--- src/rtl/tmr_output_streamer_pkg.sv ---
// Shared types and constants for the two-stage network output path.
// Latency: n/a (declarations only).
// Backpressure: n/a (declarations only).
package tmr_output_streamer_pkg;

    // Q6.10 fixed-point format used by all network stages
    localparam int INTBITS  = 6;
    localparam int FRACBITS = 10;

    // Streamer FSM encoding
    typedef enum logic [1:0] {
        ST_IDLE   = 2'd0,
        ST_STREAM = 2'd1,
        ST_DONE   = 2'd2
    } stream_state_e;

    // Signed strict greater-than over the full element width; strictness keeps the lower index on ties
    function automatic logic elem_gt(input logic signed [INTBITS+FRACBITS-1:0] a,
                                     input logic signed [INTBITS+FRACBITS-1:0] b);
        return a > b;
    endfunction

endpackage

--- src/rtl/tmr_argmax_tracker.sv ---
// Running signed maximum and its index over the elements of one streamed vector.
// Latency: win_idx is combinational for the current beat; state registers on the beat edge.
// Backpressure: none; only advances on cycles where beat is high.
module tmr_argmax_tracker
    import tmr_output_streamer_pkg::*;
#(
    parameter int n    = INTBITS + FRACBITS,
    parameter int IDXW = 3
) (
    input  logic                   clk,
    input  logic                   reset,
    input  logic                   beat,
    input  logic                   first,
    input  logic signed [n-1:0]    elem,
    input  logic        [IDXW-1:0] idx,
    output logic        [IDXW-1:0] win_idx
);

    logic signed [n-1:0]    max_val_q;
    logic        [IDXW-1:0] max_idx_q;
    logic                   take;

    // First element always seeds the max; later ones replace it only when strictly larger
    always_comb begin
        take    = first || elem_gt(elem, max_val_q);
        win_idx = take ? idx : max_idx_q;
    end

    // Running max/index registers, advanced once per accepted element
    always_ff @(posedge clk) begin
        if (!reset) begin
            max_val_q <= '0;
            max_idx_q <= '0;
        end else if (beat && take) begin
            max_val_q <= elem;
            max_idx_q <= idx;
        end
    end

endmodule

--- src/rtl/tmr_output_streamer.sv ---
// Captures a parallel N-element result vector and re-emits it one element per beat with argmax.
// Latency: element 0 valid the cycle after y_valid; argmax_valid the cycle after the last beat.
// Backpressure: out_ready stalls the stream with all outputs held; strobes while busy are dropped and set overrun.
module tmr_output_streamer
    import tmr_output_streamer_pkg::*;
#(
    parameter int N    = 8,
    parameter int n    = INTBITS + FRACBITS,
    parameter int IDXW = 3
) (
    input  logic              clk,
    input  logic              reset,
    input  logic [N*n-1:0]    y_in,
    input  logic              y_valid,
    input  logic              y_invalid,
    output logic [n-1:0]      out_data,
    output logic [IDXW-1:0]   out_idx,
    output logic              out_valid,
    input  logic              out_ready,
    output logic              out_last,
    output logic [IDXW-1:0]   argmax,
    output logic              argmax_valid,
    output logic              fault,
    output logic              overrun
);

    stream_state_e          state_q, state_d;
    logic [n-1:0]           buf_q [N];
    logic [IDXW-1:0]        count_q;
    logic [IDXW-1:0]        argmax_q;
    logic                   fault_q;
    logic                   overrun_q;

    logic                   capture;
    logic                   drop;
    logic                   beat;
    logic                   first;
    logic                   last;
    logic [IDXW-1:0]        win_idx;

    assign first = (count_q == '0);
    assign last  = (count_q == IDXW'(N-1));

    // State register
    always_ff @(posedge clk) begin
        if (!reset) begin
            state_q <= ST_IDLE;
        end else begin
            state_q <= state_d;
        end
    end

    // Next-state decode and stream-side outputs
    always_comb begin
        state_d      = state_q;
        capture      = 1'b0;
        drop         = 1'b0;
        beat         = 1'b0;
        out_valid    = 1'b0;
        out_data     = '0;
        out_idx      = '0;
        out_last     = 1'b0;
        argmax_valid = 1'b0;
        unique case (state_q)
            ST_IDLE: begin
                if (y_valid) begin
                    capture = 1'b1;
                    state_d = ST_STREAM;
                end
            end
            ST_STREAM: begin
                out_valid = 1'b1;
                out_data  = buf_q[count_q];
                out_idx   = count_q;
                out_last  = last;
                beat      = out_ready;
                drop      = y_valid;
                if (out_ready && last) begin
                    state_d = ST_DONE;
                end
            end
            ST_DONE: begin
                argmax_valid = 1'b1;
                drop         = y_valid;
                state_d      = ST_IDLE;
            end
            default: begin
                state_d = ST_IDLE;
            end
        endcase
    end

    // Vector buffer, element counter, fault/overrun flags and published argmax
    always_ff @(posedge clk) begin
        if (!reset) begin
            for (int k = 0; k < N; k++) begin
                buf_q[k] <= '0;
            end
            count_q   <= '0;
            argmax_q  <= '0;
            fault_q   <= 1'b0;
            overrun_q <= 1'b0;
        end else begin
            if (capture) begin
                for (int k = 0; k < N; k++) begin
                    buf_q[k] <= y_in[k*n +: n];
                end
                fault_q <= y_invalid;
                count_q <= '0;
            end
            if (drop) begin
                overrun_q <= 1'b1;
            end
            if (beat) begin
                if (last) begin
                    argmax_q <= win_idx;
                end else begin
                    count_q <= count_q + IDXW'(1);
                end
            end
        end
    end

    tmr_argmax_tracker #(
        .n    (n),
        .IDXW (IDXW)
    ) u_tracker (
        .clk     (clk),
        .reset   (reset),
        .beat    (beat),
        .first   (first),
        .elem    (buf_q[count_q]),
        .idx     (count_q),
        .win_idx (win_idx)
    );

    assign argmax  = argmax_q;
    assign fault   = fault_q;
    assign overrun = overrun_q;

endmodule
--- config.mk ---
export PLATFORM = sky130hd
export DESIGN_NAME = tmr_output_streamer
export DESIGN_NICKNAME = d
export VERILOG_FILES = /design/src/rtl/tmr_output_streamer_pkg.sv /design/src/rtl/tmr_argmax_tracker.sv /design/src/rtl/tmr_output_streamer.sv
export SDC_FILE = /design/constraint.sdc
export NUM_CORES = 1
export LEC_CHECK = 0
export ABC_AREA = 1
export CORE_MARGIN = 2
export CORE_UTILIZATION = 47
export CTS_CLUSTER_DIAMETER = 60
export CTS_CLUSTER_SIZE = 12
export DETAILED_ROUTE_END_ITERATION = 12
export PLACE_DENSITY = 0.85
export SETUP_SLACK_MARGIN = 0.2
export SYNTH_ARGS = -nofsm -noshare
export SYNTH_HDL_FRONTEND = slang
export SYNTH_SLANG_ARGS = --single-unit
export TNS_END_PERCENT = 100
--- constraint.sdc ---
create_clock -name clk -period 4.15 [get_ports clk]
set_input_delay 0.6225 -clock clk [delete_from_list [all_inputs] [get_ports clk]]
set_output_delay 0.6225 -clock clk [all_outputs]
set_load 0.03 [all_outputs]
==> run summary <==
boundary pin count: 160
syn_nets: 1059
clock latency on the worst-skew pair: 430 ps
R2R depth: 19
Synth cell types: 27
Ant. Diodes: 0
via count of the routed design: 6405
Max-cap violations: 0
Initial DRT Pass Iterations: 5
Post-Synth Adder-Cell Area: 0.0367
H-tree Lvls: 4
Clock Sinks: 157
Die W: 133 um
Crit path max-delay family: buffers and inverters
Hold Crit Class: reg2reg
non-filler cells, final: 1279
CTS Root Cell: clkbuf_16
WL/cell: 15.2 um
Detailed Place HPWL: 13700 um
Compound-Gate Fraction of Synth Area: 0.112
Worst slew margin: 0.355
pwr/cell area: 425 nW/um^2
initial antenna violation count: 0
Crit. End Element: primary output
Syn Area/Cell: 8.68 um^2
XOR/XNOR share of the synthesized area: 0
die area: 17700 um^2
Setup violations, final: 0
final hold violations: 0
EDFF count, synth: 128
Pins Over Slew Limit: 0
CP startpoint kind: flop
crit path buf inv count: 5
arrival time at the worst endpoint: 2970 ps
hold buffers post-CTS: 0
Final min period: 3590 ps
row cnt: 47
Total GRT Usage: 0.230
CTS tree: built
Die Ht: 133 um
Worst setup startpoint: count_q[1]
Slew @ Worst Pin: 967 ps
total global routing overflow: 0
nets@finish: 1204
Simple-Gate Fraction of Synth Area: 0.165
register area share after synthesis: 0.564
period utilisation layout: 0.866
WHS Endpoint: u_tracker.max_val_q[9]
port bufs: 159
antenna-violating nets left: 0
Critical Path, Cell by Cell: inv_2, buf_4, o21ai_0, o22ai_1, inv_1, o21ai_0, inv_1, nor2_1, clkdlybuf4s50_1
R2R Path End: u_tracker.max_val_q[8]
vias in the first global route: 6542
leakage power: 4.70 nW
Yosys warnings: 0
Async SR Flop Fraction: 0
clock transition at the registers of the reported paths: 60 ps
Clock Path Buffers: 2
Setup TNS: 0 ps
largest family of logic cells by synthesized area: simple AND/OR/NAND/NOR gates
worst stage delay on the critical path: 690 ps
DRT Wirelength: 19400 um
CTS buffer count: 17
largest net degree at the start of global routing: 77
synthesized flop and latch total: 157
worst reg2reg startpoint: count_q[0]
FMAX: 0.278 GHz
Starting Density: 0.476
Iter 0 DRT Violations: 650
status: finished clean
unrepaired setup endpoints after global routing: no
Area growth syn-to-layout: 30.9%
hold path cells: 2
Crit Path Category: reg2out
DR vias/cell: 5.01
share of cells above drive strength 1: 0.0708
global placer's final weighted congestion: 0.905
drc violations: 0
clk_skew: 16.8 ps
Synth Flop Type: edfxtp_1
maximum fanout along the worst path: 23
placed insts: 1249
WP data required: 3530 ps
flop-to-flop setup slack: 620 ps
Crit-path slowest cell: clkdlybuf4s50_1
post-synthesis mux area share: 0
first-pass GRT wire length: 31700 um
Peak VDD IR: 0.000329 V
Post CTS Setup Buffer Count: 0
post-cts sizing count: 0
Core Box Area: 16500 um^2
hold path start: u_tracker.max_val_q[9]
synthesized instance count: 903
Mapped Area: 7840 um^2
-- worst min-delay path, cell delays in order, from the launching register on --
cell	delay [ps]
dfxtp_1	310
nand2_1	60
a21oi_1	50
-- state kept, by name (all words and copies together), names as in the netlist --
signal               flops
u_tracker.max_idx_q      3
state_q                  2
buf_q                  128
u_tracker.max_val_q     16
overrun                  1
count_q                  3
fault                    1
argmax                   3
-- where the power goes --
group          internal, mW  switching (mW)  leakage (nW)
logic                 0.316           0.462          2.79
clock network          1.06           0.598         0.299
registers              1.87          0.0514          1.62
-- cells in the mapped netlist (2+ instances only) --
master,count,area share
a21oi_1,20,0.013
dfxtp_1,29,0.074
inv_1,193,0.092
buf_2,8,0.0051
nand3_1,10,0.0064
clkbuf_1,28,0.013
o21ai_0,77,0.049
nand2_2,11,0.0088
o21ai_1,2,0.0013
buf_1,5,0.0024
o21a_1,12,0.011
nand2_1,106,0.051
inv_2,5,0.0024
edfxtp_1,128,0.49
o22ai_1,32,0.026
ha_1,23,0.037
a21oi_2,10,0.011
nand2_4,2,0.0029
nor2_1,194,0.093
-- metrics by stage --
stage | hold slack (ps) | setup slack [ps] | cell area (um^2) | power, mW | util
floorplan | 442 | 1100 | 7840 | 2.41 | -
global placement | 457 | 858 | 9630 | 2.71 | 0.585
detailed placement | 459 | 713 | 9630 | 2.72 | 0.585
CTS | 468 | 566 | 10300 | 4.37 | 0.623
global route | 492 | 322 | 10300 | 4.54 | 0.623
finish | 470 | 558 | 10300 | 4.36 | 0.623
-- cell usage in the layout, fill, tap and decap left out, drive strengths merged, types with 12 or more instances in the layout --
| master | n |
|---|---|
| inv | 199 |
| nor2 | 194 |
| clkdlybuf4s50 | 158 |
| edfxtp | 128 |
| nand2 | 119 |
| o21ai | 79 |
| o22ai | 32 |
| a21oi | 30 |
| dfxtp | 29 |
| ha | 23 |
| clkbuf | 18 |
| o21a | 12 |
| buf | 12 |
-- how the worst max path moves through the flow --
stage | end | slack, ps | cells past startpoint
3_5_place_dp | u_tracker.max_val_q[8] | 710 | 18
5_1_grt | u_tracker.max_val_q[8] | 320 | 18
2_1_floorplan | buf_q[0][0] | 1100 | 3
4_1_cts | out_data[4] | 570 | 9
3_3_place_gp | u_tracker.max_val_q[14] | 860 | 18
6_report | out_data[4] | 560 | 9
-- logic make-up (layout without fill, tap and decap cells) --
group                    Yosys count  count (layout)
adder cells (fa/ha/maj)           23              23
buffers and inverters            243             399
AO/OA/AOI/OAI                    154             154
flip-flops                       157             157
AND/OR/NAND/NOR                  326             326
-- final cells by class --
| class | count | area [um^2] |
|---|---|---|
| Clock buffer | 18 | 429 |
| Clock inverter | 12 | 196 |
| Fill cell | 1372 | 6210 |
| Inverter | 199 | 749 |
| Multi-Input combinational cell | 503 | 2480 |
| Sequential cell | 157 | 4430 |
| Tap cell | 220 | 275 |
| Timing Repair Buffer | 170 | 1710 |
-- metal layers --
layer | vias to the layer above | global-route usage | wire (um)
li1 | 3125 | - | -
met1 | 2942 | 0.283 | 7940
met2 | 289 | 0.387 | 9480
met3 | 49 | 0.0502 | 1320
met4 | 0 | 0.112 | 642
met5 | - | 0 | 0
No activity file was read; power rests on OpenSTA's default activity.
